`config.mk`:
```
export PLATFORM = sky130hd
export DESIGN_NAME = sevenseg_scan_driver
export DESIGN_NICKNAME = d
export VERILOG_FILES = /design/src/rtl/sevenseg_scan_driver.sv
export SDC_FILE = /design/constraint.sdc
export NUM_CORES = 1
export LEC_CHECK = 0
export CORE_AREA = 3 3 132 134
export DETAILED_ROUTE_END_ITERATION = 7
export DIE_AREA = 0 0 135 137
export SKIP_LAST_GASP = 1
export SLEW_MARGIN = 0
export SYNTH_ARGS = -nofsm -noshare
export SYNTH_HDL_FRONTEND = slang
export SYNTH_SLANG_ARGS = --single-unit
export TNS_END_PERCENT = 5
```
`constraint.sdc`:
```
create_clock -name clk -period 4.74 [get_ports clk]
set_input_delay 1.185 -clock clk [delete_from_list [all_inputs] [get_ports clk]]
set_output_delay 1.185 -clock clk [all_outputs]
set_load 0.03 [all_outputs]
```
`src/rtl/sevenseg_scan_driver.sv`:
```
// Multiplexed 8-digit common-anode 7-segment driver with per-slot blanking.
// Define SEVENSEG_DP_EN to light decimal points on digits 2 and 4.
module sevenseg_scan_driver #(
  parameter int DIGIT_TICKS = 100000,
  parameter int BLANK_TICKS = 200
) (
  input  logic        clk,
  input  logic        rst_n,
  input  logic [31:0] sevenseg,
  input  logic [7:0]  digital_enable,
  output logic [7:0]  an_n,
  output logic [6:0]  seg_n,
  output logic        dp_n,
  output logic        frame_tick
);

  localparam int CW = $clog2(DIGIT_TICKS);
  localparam logic [CW-1:0] BL_LAST = CW'(BLANK_TICKS - 1);
  localparam logic [CW-1:0] SH_LAST = CW'(DIGIT_TICKS - BLANK_TICKS - 1);

  typedef enum logic {BLANK, SHOW} state_t;

  state_t          r_state;
  state_t          w_state_nxt;
  logic [2:0]      r_idx;
  logic [2:0]      w_idx_nxt;
  logic [CW-1:0]   r_cnt;
  logic [CW-1:0]   w_cnt_nxt;
  logic [31:0]     r_snap_seg;
  logic [7:0]      r_snap_en;
  logic [31:0]     w_snap_seg_nxt;
  logic [7:0]      w_snap_en_nxt;
  logic            w_load;
  logic            w_on;
  logic [3:0]      w_nib;
  logic [7:0]      w_an_nxt;
  logic [6:0]      w_seg_nxt;
  logic            w_ft_nxt;
  logic [7:0]      r_an_n;
  logic [6:0]      r_seg_n;
  logic            r_ft;

  function automatic logic [6:0] f_dec(input logic [3:0] v);
    unique case (v)
      4'h0: return 7'h40;
      4'h1: return 7'h79;
      4'h2: return 7'h24;
      4'h3: return 7'h30;
      4'h4: return 7'h19;
      4'h5: return 7'h12;
      4'h6: return 7'h02;
      4'h7: return 7'h78;
      4'h8: return 7'h00;
      4'h9: return 7'h10;
      4'hA: return 7'h08;
      4'hB: return 7'h03;
      4'hC: return 7'h46;
      4'hD: return 7'h21;
      4'hE: return 7'h06;
      4'hF: return 7'h0E;
    endcase
  endfunction

  always_ff @(posedge clk or negedge rst_n) begin
    if (!rst_n) begin
      r_state <= BLANK;
      r_idx   <= '0;
      r_cnt   <= '0;
    end else begin
      r_state <= w_state_nxt;
      r_idx   <= w_idx_nxt;
      r_cnt   <= w_cnt_nxt;
    end
  end

  always_comb begin
    w_state_nxt = r_state;
    w_idx_nxt   = r_idx;
    w_cnt_nxt   = r_cnt + CW'(1);
    unique case (r_state)
      BLANK: begin
        if (r_cnt == BL_LAST) begin
          w_state_nxt = SHOW;
          w_cnt_nxt   = '0;
        end
      end
      SHOW: begin
        if (r_cnt == SH_LAST) begin
          w_state_nxt = BLANK;
          w_cnt_nxt   = '0;
          w_idx_nxt   = r_idx + 3'd1;
        end
      end
    endcase
  end

  // Outputs are registered from next-state values so they align with state.
  assign w_load = (r_state == BLANK) && (r_idx == 3'd0);
  assign w_snap_seg_nxt = w_load ? sevenseg : r_snap_seg;
  assign w_snap_en_nxt  = w_load ? digital_enable : r_snap_en;
  assign w_nib = w_snap_seg_nxt[{w_idx_nxt, 2'b00} +: 4];
  assign w_on  = (w_state_nxt == SHOW) && w_snap_en_nxt[w_idx_nxt];
  assign w_an_nxt  = w_on ? ~(8'b1 << w_idx_nxt) : 8'hFF;
  assign w_seg_nxt = w_on ? f_dec(w_nib) : 7'h7F;
  assign w_ft_nxt  = (w_state_nxt == SHOW) && (w_idx_nxt == 3'd7)
                  && (w_cnt_nxt == SH_LAST);

  always_ff @(posedge clk or negedge rst_n) begin
    if (!rst_n) begin
      r_snap_seg <= '0;
      r_snap_en  <= '0;
      r_an_n     <= 8'hFF;
      r_seg_n    <= 7'h7F;
      r_ft       <= 1'b0;
    end else begin
      r_snap_seg <= w_snap_seg_nxt;
      r_snap_en  <= w_snap_en_nxt;
      r_an_n     <= w_an_nxt;
      r_seg_n    <= w_seg_nxt;
      r_ft       <= w_ft_nxt;
    end
  end

  assign an_n       = r_an_n;
  assign seg_n      = r_seg_n;
  assign frame_tick = r_ft;

`ifdef SEVENSEG_DP_EN
  logic r_dp_n;
  logic w_dp_nxt;

  assign w_dp_nxt = ~(w_on && ((w_idx_nxt == 3'd2) || (w_idx_nxt == 3'd4)));

  always_ff @(posedge clk or negedge rst_n) begin
    if (!rst_n) r_dp_n <= 1'b1;
    else        r_dp_n <= w_dp_nxt;
  end

  assign dp_n = r_dp_n;
`else
  assign dp_n = 1'b1;
`endif

endmodule

```
After elaboration in Yosys (flattened, before gate mapping)
Memories as Yosys holds them, arrays and structs flattened. Cells that the tools add are included. W data, S select, Z words.

Bits in registers: 77. Bits in read-only memories: 112. Bits of input ports: 42. Logic and storage cells: 39. Memories kept: 1.

Add/sub/neg operators: 2. Order comparisons: 1. Equal/unequal tests: 4. Shift operators: 2. Muxes and demuxes: 14. Bitwise logic cells: 2. Reductions and logical operators: 5.

Memories: (name not given) (words 16, width 7, read ports 1, clocked after memory_dff 0, write ports 0, RTL line 44) `unique case (v)`.

Operators by type and width (count): $eq A17 B17 Y1 const B (2); $mux W17 (2); $pmux W17 S2 (1); $mux W32 (1); $shiftx A32 B6 Y4 (1); $add A17 B1 Y17 const B (1); $eq A17 B8 Y1 const B (1); $mux W8 (2); $not A8 Y8 (1); $shl A1 B3 Y8 const A (1); $mux W7 (1); $mux W3 (2); $logic_and A1 B1 Y1 (4); $lt A3 B4 Y1 const B (1); $add A3 B1 Y3 const B (1); $bmux W1 S3 (1); $eq A3 B3 Y1 const B (1); $logic_not A3 Y1 (1); $mux W1 (3); $pmux W1 S2 (1); $not A1 Y1 (1).

Longest topological paths before layout
Gate-level depths: netlist of the first run.

Depth in word-level cells: 7. Depth in mapped cells: 18.

Worst setup path before layout of the first run
No wires, ideal clock.

Kind: register to register. From: register r_idx[0]. To: register r_seg_n[5] (netlist: seg_n[5]). Arrival time: 4190 ps. Setup slack: 455 ps. Stages on the path, launching flop included: 18. Period minus slack after synthesis: 4285 ps. Path through: dfrtp_1 buf_2 clkinv_1 buf_1 ha_1 nor3b_4 buf_6 buf_4 buf_4 mux2_2 o2111ai_1 o21ai_0 o41ai_1 inv_1 ha_1 nor3b_1 a21oi_1 o221ai_1.

RTL lines: start, declared (RTL line 25) `logic [2:0] r_idx;`; start signal, assigned (RTL line 71) `r_idx <= w_idx_nxt;`; $logic_not A3 Y1 (RTL line 98) `assign w_load = (r_state == BLANK) && (r_idx == 3'd0);`; $logic_and A1 B1 Y1 (RTL line 98); $mux W32 (RTL line 99) `assign w_snap_seg_nxt = w_load ? sevenseg : r_snap_seg;`; net w_snap_seg_nxt[9] (RTL line 31) `logic [31:0] w_snap_seg_nxt;`; $shiftx A32 B6 Y4 (RTL line 101) `assign w_nib = w_snap_seg_nxt[{w_idx_nxt, 2'b00} +: 4];`; $mem_v2 Z16 W7; $mux W7 (RTL line 104) `assign w_seg_nxt = w_on ? f_dec(w_nib) : 7'h7F;`; net w_seg_nxt[5] (RTL line 37) `logic [6:0] w_seg_nxt;`; end signal, assigned (RTL line 119) `r_seg_n <= w_seg_nxt;`; end, declared (RTL line 40) `logic [6:0] r_seg_n;`.

The timed path passes the listed nets, and every way through them passes these cells. The select of a mux whose other input is x is not followed.

Final worst setup path of the first run
From: register r_idx[1]. To: register r_seg_n[4] (netlist: seg_n[4]).

The elaborated chain is that of the path after synthesis.

==> impl_metrics.tcl, run 1 <==
set metrics [dict create \
    synthFlopType "dfrtp_1" \
    avgSynthCellArea_um2 10.7 \
    finalCriticalPeriod_ns 4.07 \
    worstPathCellList "inv_1 > ha_1 > nor3b_4 > buf_4 > mux2_2 > mux4_2 > o211ai_1 > and2_1 > mux2_2 > a21o_1" \
    final_cell_count_no_fill 673 \
    setup_viol 0 \
    power_frac_seq_pct 43.0 \
    row_count 47 \
    routedWlPerCell_um 15.1 \
    clock_latency_ns 0.34 \
    synth_nets 445 \
    drive_gt1_share_pct 14.8 \
    whs_ns 0.509 \
    grtUsageTotal_pct 11.4 \
    swShare_pct 20.4 \
    clk_path_buf_depth 2 \
    io_buffer_count 57 \
    pre_cts_ws_ns 0.706 \
    powerDensity_nw_per_um2 296 \
    grt_max_degree 78 \
    grt_pass1_vias 3267 \
    gp_congestion 0.803 \
    drtIter0Drc 197 \
    grt_pass1_wl_mm 16.8 \
    end_kind "flop" \
    overflow 0 \
    period_share_pct 85.8 \
    antenna_cells 0 \
    die-area_um2 18500 \
    async_flop_share_pct 100 \
    via_per_inst 4.63 \
    rsz0062_at_grt "false" \
    setup_slack_ns 0.672 \
    start_util_pct 25.7 \
    yosysWarnings 0 \
    crit_required_ns 5.00 \
    ys_types 53 \
    cts.sinks 77 \
    hold_violations 0 \
    worst_path_max_delay_cell "dfrtp_1" \
    wl_mm 10.2 \
    crit_top_cell "mux2_2" \
    skew_ns 0.00847 \
    status "finished clean" \
    cts.clk_slew.worst_paths_ns 0.06 \
    syn2layout_area_growth_pct 26.6 \
    synthTopCellsByArea "dfrtp_1 37%, mux2i_1 10%, dfstp_2 9.3%" \
    synth_edf_count 0 \
    via_count 3116 \
    syn-cell-area_um2 4220 \
    cp_slowest_stage_delay_ns 0.58 \
    cp.arrival_ns 4.33 \
    vdd.ir_drop.worst_v 0.000165 \
    ant_nets 0 \
    fin_nets 499 \
    fp.coreArea_um2 16400 \
    max-slew-margin-rel_pct 35.9 \
    p_int_mw 1.26 \
    cts_resized 0 \
    h-tree-depth 3 \
    hold_buffers 0 \
    worst_slew_pin_slew_ns 0.962 \
    die_w_um 135 \
    leakage_nw 2.43 \
    fmax_mhz 246 \
    placed_cells 657 \
    syn_inst 394 \
    root_buffer "clkbuf_16" \
    clock_power_share_pct 50.0 \
    cts_inserted_buffers 9 \
    antenna_found_initial 0 \
    report.final.slew_viol_count 0 \
    synth_seq_cells 77 \
    final_util_pct 32.5 \
    boundaryPins 59 \
    combPwrFrac_pct 7.0 \
    maxCapViolCount 0 \
    crit_fanout 15 \
    die_h_um 137 \
    critical_path_class "flop to flop" \
    drc_errors 0 \
    netlist.area_leader.share_pct 36.8 \
    switchingPower_uw 322 \
    cts_setup_buffers 0 \
    cp-start-kind "flop" \
    firstDrtPassIters 5 \
    hpwl_mm 7.38 \
    yosys.area.top_type "dfrtp_1" \
    final.setup.tns_ns 0 \
    hold_path_class "flop to flop" \
    yosysSeqAreaShare_pct 46.2 \
    cts_tree "built" \
]
-- critical path, delay by kind of cell (launching register included) --
| family | cells | cell delay [ns] |
|---|---|---|
| mux | 3 | 1.21 |
| simple gates | 2 | 0.91 |
| flops | 1 | 0.58 |
| buf+inv | 2 | 0.56 |
| compound gates | 2 | 0.54 |
| fa+ha+maj | 1 | 0.19 |
-- cells in the mapped netlist (2+ instances only) --
master	count
a21oi_1	10
a22oi_1	4
a2111oi_0	2
mux2i_1	44
xor2_1	9
or2_2	3
o211ai_1	5
dfstp_2	15
and3_1	7
o32ai_1	2
or4_1	2
o21ai_0	5
inv_1	40
o2111ai_1	6
and4_1	4
a41oi_1	2
a21o_1	2
nand4_1	7
nor4_1	4
nor3_1	8
buf_6	2
dfrtp_1	62
buf_2	4
and2_1	5
nand2b_1	6
nand2_1	19
or3_1	3
o221ai_1	4
ha_1	9
nand3_1	10
mux4_2	6
clkbuf_1	9
buf_4	5
nor2_1	25
xnor2_1	8
o2111a_1	2
mux2_2	17
a211o_1	2
-- final timing paths --
path	startpoint	end	slack [ns]	cells past startpoint
worst min-delay path	r_cnt[5]	r_cnt[5]	0.51	1
worst min register to register	r_cnt[5]	r_cnt[5]	0.51	1
worst max register to register	r_idx[1]	seg_n[4]	0.67	10
min in group asynchronous	rst_n	r_snap_en[5]	1.01	1
max in group asynchronous	rst_n	r_snap_seg[16]	3.11	1
worst max-delay path	r_idx[1]	seg_n[4]	0.67	10
-- stage by stage --
| step | power (mW) | area (um^2) |
|---|---|---|
| floorplan | 0.740 | 4220 |
| global placement | 0.800 | 4990 |
| detailed placement | 0.804 | 4990 |
| CTS | 1.61 | 5340 |
| global route | 1.64 | 5340 |
| finish | 1.58 | 5340 |
-- power by group through the flow --
stage | registers [mW] | clock network (mW) | logic [mW]
floorplan | 0.690 | 0 | 0.0499
global placement | 0.690 | 0 | 0.109
detailed placement | 0.691 | 0 | 0.112
CTS | 0.680 | 0.812 | 0.113
global route | 0.681 | 0.835 | 0.125
finish | 0.680 | 0.791 | 0.111
-- cells by family after synthesis --
logic type	count (synthesis)	share of synthesized area [%]
muxes	67	18.2
DFF	77	46.2
other	1	0.0890
buffers and inverters	63	6.53
AOI/OAI and AO/OA	54	9.47
adders and majority gates	9	2.67
xor gates and xnor gates	17	3.53
and+or+nand+nor	106	13.4
-- layout by cell type, fill, tap and decap left out, types with 3 or more instances in the layout --
cell,instances
clkdlybuf4s50_1,56
mux4_2,6
nor2_1,25
nor4_1,4
dfstp_2,15
o2111ai_1,6
mux2_2,17
a21oi_1,10
mux2i_1,44
o21ai_0,5
o211ai_1,5
xor2_1,9
and3_1,7
bufinv_16,3
nand3_1,10
inv_1,40
dfrtp_1,62
nand2b_1,6
and2_1,5
nand2_1,19
or2_2,3
and4_1,4
xnor2_1,8
a22oi_1,4
or3_1,3
clkbuf_16,9
buf_4,8
o221ai_1,4
nand4_1,7
nor3_1,8
ha_1,9
-- routing by layer --
metal | GRT usage (%) | wire length [um]
met4 | 4.26 | 198
met3 | 2.54 | 473
met1 | 15.2 | 4840
met2 | 18.4 | 4660
met5 | 0 | 0
-- flip-flops by register name (all words and copies together), names as in the netlist --
register    count
seg_n           7
r_snap_en       8
frame_tick      1
r_state         1
r_cnt          17
r_idx           3
r_snap_seg     32
an_n            8
-- area by class of cell --
type / instances / area [um^2]
fillers: 1641 / 11100
multi-input cells: 254 / 1990
flip-flops and latches: 77 / 1950
repair buffers: 64 / 621
well taps: 220 / 275
clock buffers: 12 / 246
inverters: 42 / 158
clock inverters: 4 / 95.1
Power figures use the tool's default switching activity.
==> run 2: changes to the inputs <==
--- a/config.mk
+++ b/config.mk
@@ -5,7 +5,9 @@
 export SDC_FILE = /design/constraint.sdc
 export NUM_CORES = 1
 export LEC_CHECK = 0
+export ABC_AREA = 1
 export CORE_AREA = 3 3 132 134
+export CTS_CLUSTER_SIZE = 24
 export DETAILED_ROUTE_END_ITERATION = 7
 export DIE_AREA = 0 0 135 137
 export SKIP_LAST_GASP = 1
==> impl_metrics.tcl, run 2 <==
set metrics [dict create \
    status "finished clean" \
    hold_violations 0 \
    syn-cell-area_um2 4220 \
    crit_fanout 47 \
    crit_required_ns 4.98 \
    grtUsageTotal_pct 11.5 \
    powerDensity_nw_per_um2 281 \
    cts.sinks 77 \
    via_count 3424 \
    yosys.area_share.simple_pct 30.4 \
    finalCriticalPeriod_ns 3.27 \
    antenna_cells 0 \
    synthFlopType "dfrtp_1" \
    crit_path_start "r_idx[0]" \
    synth_seq_cells 77 \
    yosysWarnings 0 \
    pre_cts_ws_ns 1.48 \
    yosys.area.top_type "dfrtp_1" \
    die-area_um2 18500 \
    overflow 0 \
    wl_mm 10.0 \
    synth_compound_area_share_pct 6.13 \
    cp.arrival_ns 3.51 \
    synth_edf_count 0 \
    setup_slack_ns 1.47 \
    synth_top_family_by_area "simple AND/OR/NAND/NOR gates" \
    clk_path_buf_depth 2 \
    maxCapViolCount 0 \
    multi_input_area_um2 1860 \
    fmax_mhz 306 \
    cts.clk_slew.worst_paths_ns 0.06 \
    critical_path_class "flop to flop" \
    synth_most_common_cell "nand2_1" \
    timing.rr.start "r_idx[0]" \
    final_cell_mix "145 x nand2_1, 79 x inv_1, 62 x dfrtp_1" \
    cts_setup_buffers 0 \
    skew_ns 0.00932 \
    firstDrtPassIters 5 \
    max-slew-margin-rel_pct 33.5 \
    end_kind "flop" \
    grt_max_degree 78 \
    vdd.ir_drop.worst_v 0.000115 \
    synthTopCellsByArea "dfrtp_1 37%, nand2_1 13%, dfstp_2 9.3%" \
    cp-start-kind "flop" \
    clock_latency_ns 0.33 \
    grt_pass1_vias 3384 \
    yosysSeqAreaShare_pct 46.1 \
    start_util_pct 25.7 \
    setup_viol 0 \
    report.final.slew_viol_count 0 \
    worst_path_max_delay_cell "nand3_2" \
    boundaryPins 59 \
    syn2layout_area_growth_pct 25.1 \
    ys_types 34 \
    io_buffer_count 57 \
    fill_cells 1726 \
    final_common_cell "nand2_1" \
    netlist.area_leader.share_pct 36.7 \
    synth_nets 579 \
    drive_gt1_share_pct 12.2 \
    crit_buf_inv 5 \
    hpwl_mm 7.48 \
    worstPathCellList "inv_1 > ha_1 > nand3_2 > buf_4 > o21ai_0 > nand3_1 > nand2_1 > nand2_1 > nand3_1 > nand2_2 > inv_2 > ha_1 > inv_1 > nand3_1 > inv_1 > nand2_1 > nand3_2" \
    async_flop_share_pct 100 \
    via_per_inst 4.24 \
    syn_inst 528 \
    grt_pass1_wl_mm 16.9 \
    ant_nets 0 \
    top_regs "r_snap_seg x32, r_cnt x17" \
    routedWlPerCell_um 12.4 \
    largest_reg_flops 32 \
    drtIter0Drc 146 \
    avgSynthCellArea_um2 8.00 \
    seqCellArea_um2 1950 \
    synthAdderAreaFrac_pct 2.67 \
    ys_top_cells_by_count "145 x nand2_1, 79 x inv_1, 62 x dfrtp_1" \
    drc_errors 0 \
    die_h_um 137 \
    fin_nets 634 \
    root_buffer "clkbuf_16" \
    muxShareOfSynthArea_pct 3.47 \
    fp.coreArea_um2 16400 \
    die_w_um 135 \
    hp-start "r_snap_seg[9]" \
    regMostFlops "r_snap_seg" \
    synth_xor_area_share_pct 1.24 \
    period_share_pct 69.0 \
    leakage_nw 2.51 \
    antenna_found_initial 0 \
    cts_resized 0 \
    hold_path_class "flop to flop" \
    gp_congestion 0.875 \
    row_count 47 \
    cts_inserted_buffers 9 \
    cp_slowest_stage_delay_ns 0.68 \
    path_delay_family "simple AND/OR/NAND/NOR gates" \
    rsz0062_at_grt "false" \
    h-tree-depth 3 \
    cts_tree "built" \
    hold_buffers 0 \
    final.setup.tns_ns 0 \
    worst_slew_pin_slew_ns 0.997 \
]
==> run 2: cell count changes after synthesis, moves of 7 or more <==
cell | previous run | this run
nand2_1 | 19 | 145
mux2i_1 | 44 | 0
nand3_1 | 10 | 54
inv_1 | 40 | 79
o21ai_0 | 5 | 32
nor2_1 | 25 | 39
a21oi_1 | 10 | 0
nand3_2 | 0 | 8
xnor2_1 | 8 | 0
and3_1 | 7 | 0
clkbuf_1 | 9 | 2
==> run 2: cell type report <==
class	instances	share of cell area, %
repair buffers	59	11.0
flip-flops and latches	77	36.8
clock buffers	15	5.25
inverters	83	5.92
well taps	220	5.21
clock inverters	1	0.568
multi-input cells	353	35.2
==> run 2: routing by layer <==
metal / GRT usage [%] / vias up / routed length, um
met5: 0 / - / 0
met4: 4.20 / 0 / 216
met3: 2.24 / 20 / 328
met2: 19.8 / 60 / 4940
met1: 14.5 / 1577 / 4550
li1: - / 1767 / -
==> run 2: metrics by stage <==
step	hold slack [ns]	instance area, um^2	std cells	util [%]	power [mW]
2_1_floorplan	0.462	4220	528	-	0.736
3_3_place_gp	0.477	4980	792	30.3	0.795
3_5_place_dp	0.484	4980	792	30.3	0.795
4_1_cts	0.497	5290	808	32.2	1.51
5_1_grt	0.511	5290	808	32.2	1.55
6_report	0.495	5290	808	32.2	1.48
==> run 2: path summary, 6_finish.rpt <==
path	to	slack [ns]	depth (start not counted)
setup / recovery	seg_n[2]	1.47	17
hold / removal	r_snap_seg[9]	0.50	1
setup reg to reg	seg_n[2]	1.47	17
hold reg to reg	r_snap_seg[9]	0.50	1
max in group asynchronous	r_snap_en[2]	3.08	1
min in group asynchronous	r_snap_en[7]	1.02	1
==> run 2: cell families after synthesis <==
logic type,count (synthesis)
flip-flops,77
AO/OA/AOI/OAI,45
multiplexers,13
buffers and inverters,98
XOR/XNOR,6
adder cells (fa/ha/maj),9
other,1
AND/OR/NAND/NOR,279
==> run 2: power breakdown <==
group | internal, mW | switching, mW | leakage, nW
sequential | 0.675 | 0.00413 | 0.917
clock | 0.451 | 0.250 | 0.150
combinational | 0.0501 | 0.0525 | 1.44
total | 1.18 | 0.306 | 2.51
==> run 3: changes to the inputs <==
==> constraint.sdc (replaced) <==
create_clock -name clk -period 2.98 [get_ports clk]
set_input_delay 0.745 -clock clk [delete_from_list [all_inputs] [get_ports clk]]
set_output_delay 0.745 -clock clk [all_outputs]
set_load 0.03 [all_outputs]
==> impl_metrics.tcl, run 3 (synthesized netlist as in run 2, its figures left out) <==
set metrics [dict create \
    hp-start "r_snap_seg[9]" \
    rrSetupSlack_ns 0.26 \
    firstDrtPassIters 4 \
    final.setup.tns_ns 0 \
    worst_path_max_delay_cell "dfrtp_1" \
    worstHoldPathCells 1 \
    fill_cells 1717 \
    via_per_inst 4.17 \
    setup_viol 0 \
    maxCapViolCount 0 \
    die_h_um 137 \
    r2r_end "seg_n[2]" \
    ant_nets 0 \
    grt_max_degree 72 \
    drc_errors 0 \
    cts.clk_slew.worst_paths_ns 0.06 \
    gp_congestion 0.864 \
    seqCellArea_um2 1950 \
    critical_path_class "flop to flop" \
    crit_required_ns 3.22 \
    wl_mm 10.1 \
    syn2layout_area_growth_pct 27.6 \
    powerDensity_nw_per_um2 431 \
    drive_gt1_share_pct 14.1 \
    report.final.slew_viol_count 0 \
    status "finished clean" \
    die-area_um2 18500 \
    multi_input_area_um2 1860 \
    final_cell_count_no_fill 823 \
    path_delay_family "simple AND/OR/NAND/NOR gates" \
    antenna_found_initial 0 \
    whs_ns 0.498 \
    p_int_mw 1.83 \
    largest_reg_flops 32 \
    cp-start-kind "flop" \
    routedWlPerCell_um 12.3 \
    period_share_pct 91.3 \
    skew_ns 0.00964 \
    final_common_cell "nand2_1" \
    cts.sinks 77 \
    worstPathCellList "inv_1 > ha_1 > nand3_2 > buf_12 > o21ai_0 > nand3_1 > nand2_1 > nand2_1 > nand3_1 > nand2_2 > inv_2 > ha_1 > inv_1 > nand3_1 > inv_1 > nand2_1 > nand3_2" \
    crit_buf_inv 5 \
    rsz0062_at_grt "true" \
    max-slew-margin-rel_pct 38.9 \
    cts_tree "built" \
    h-tree-depth 3 \
    boundaryPins 59 \
    timing.rr.start "r_idx[0]" \
    top_regs "r_snap_seg x32, r_cnt x17" \
    die_w_um 135 \
    cts_inserted_buffers 9 \
    antenna_cells 0 \
    rr_worst_depth 17 \
    row_count 47 \
    grt_pass1_vias 3418 \
    crit_fanout 40 \
    overflow 0 \
    hold_violations 0 \
    fmax_mhz 367 \
    grt_pass1_wl_mm 16.9 \
    hold_path_class "flop to flop" \
    grt.met2_usage_pct 19.4 \
    via_count 3434 \
    clk_path_buf_depth 2 \
    hpwl_mm 7.54 \
    end_kind "flop" \
    regMostFlops "r_snap_seg" \
    cp.arrival_ns 2.97 \
    use_met3_pct 2.13 \
    finalCriticalPeriod_ns 2.72 \
    clock_latency_ns 0.34 \
    power_frac_seq_pct 46.5 \
    swShare_pct 21.4 \
    grt_util_met1_pct 15.2 \
    final_cell_mix "145 x nand2_1, 79 x inv_1, 62 x dfrtp_1" \
    drtIter0Drc 163 \
    worst_slew_pin_slew_ns 0.916 \
    finalInstanceArea_um2 5390 \
    holdPathEnd "r_snap_seg[9]" \
    leakage_nw 2.57 \
    io_buffer_count 57 \
    fp.coreArea_um2 16400 \
    root_buffer "clkbuf_16" \
    hold_buffers 0 \
    top_usage_layer "met2" \
    final_util_pct 32.9 \
    grtUsageTotal_pct 11.6 \
    combPwrFrac_pct 7.2 \
    start_util_pct 25.7 \
    clock_power_share_pct 46.3 \
    cp_slowest_stage_delay_ns 0.41 \
    postPlaceCellArea_um2 5090 \
    placed_cells 805 \
    fin_nets 649 \
    vdd.ir_drop.worst_v 0.000195 \
    switchingPower_uw 497 \
]
## run 3: how the worst max path moves through the flow
stage	cells after the start	slack (ns)	startpoint	endpoint
final	17	0.26	r_idx[0]	seg_n[2]
after floorplan	19	0.45	r_cnt[0]	seg_n[0]
after global placement	17	0.33	r_idx[0]	seg_n[2]
after detailed placement	17	0.27	r_idx[0]	seg_n[2]
after CTS	17	0.23	r_idx[0]	seg_n[2]
after global routing	17	-0.005	r_idx[0]	seg_n[2]
## run 3: timing repair
action	4_1_cts	5_1_grt
endpoints found under the hold margin	0	0
setup endpoints to repair	0	4
setup buffers	0	2
gates resized for setup	0	3
## run 3: layer usage
| metal | routed length (um) | vias to the layer above |
|---|---|---|
| li1 | - | 1799 |
| met1 | 4720 | 1566 |
| met2 | 4890 | 57 |
| met3 | 341 | 12 |
| met4 | 161 | 0 |
| met5 | 0 | - |
## run 3: cell type report
class | instances | share of cell area, %
Clock buffer | 15 | 4.78
Multi-Input combinational cell | 353 | 34.5
Inverter | 83 | 5.80
Tap cell | 220 | 5.11
Sequential cell | 77 | 36.1
Clock inverter | 1 | 0.557
Timing Repair Buffer | 74 | 13.1
## run 3: power groups by stage
stage	Clock [mW]	Combinational, mW	Sequential (mW)
5_1_grt	1.16	0.191	1.08
4_1_cts	1.12	0.172	1.08
6_report	1.08	0.168	1.08
3_5_place_dp	0	0.170	1.10
2_1_floorplan	0	0.0737	1.10
3_3_place_gp	0	0.170	1.10
## run 3: per-stage QoR
step	total power, mW	setup WS (ns)
after floorplan	1.17	0.446
final	2.33	0.258
after global placement	1.27	0.326
after detailed placement	1.27	0.271
after global routing	2.44	-0.00455
after CTS	2.37	0.234
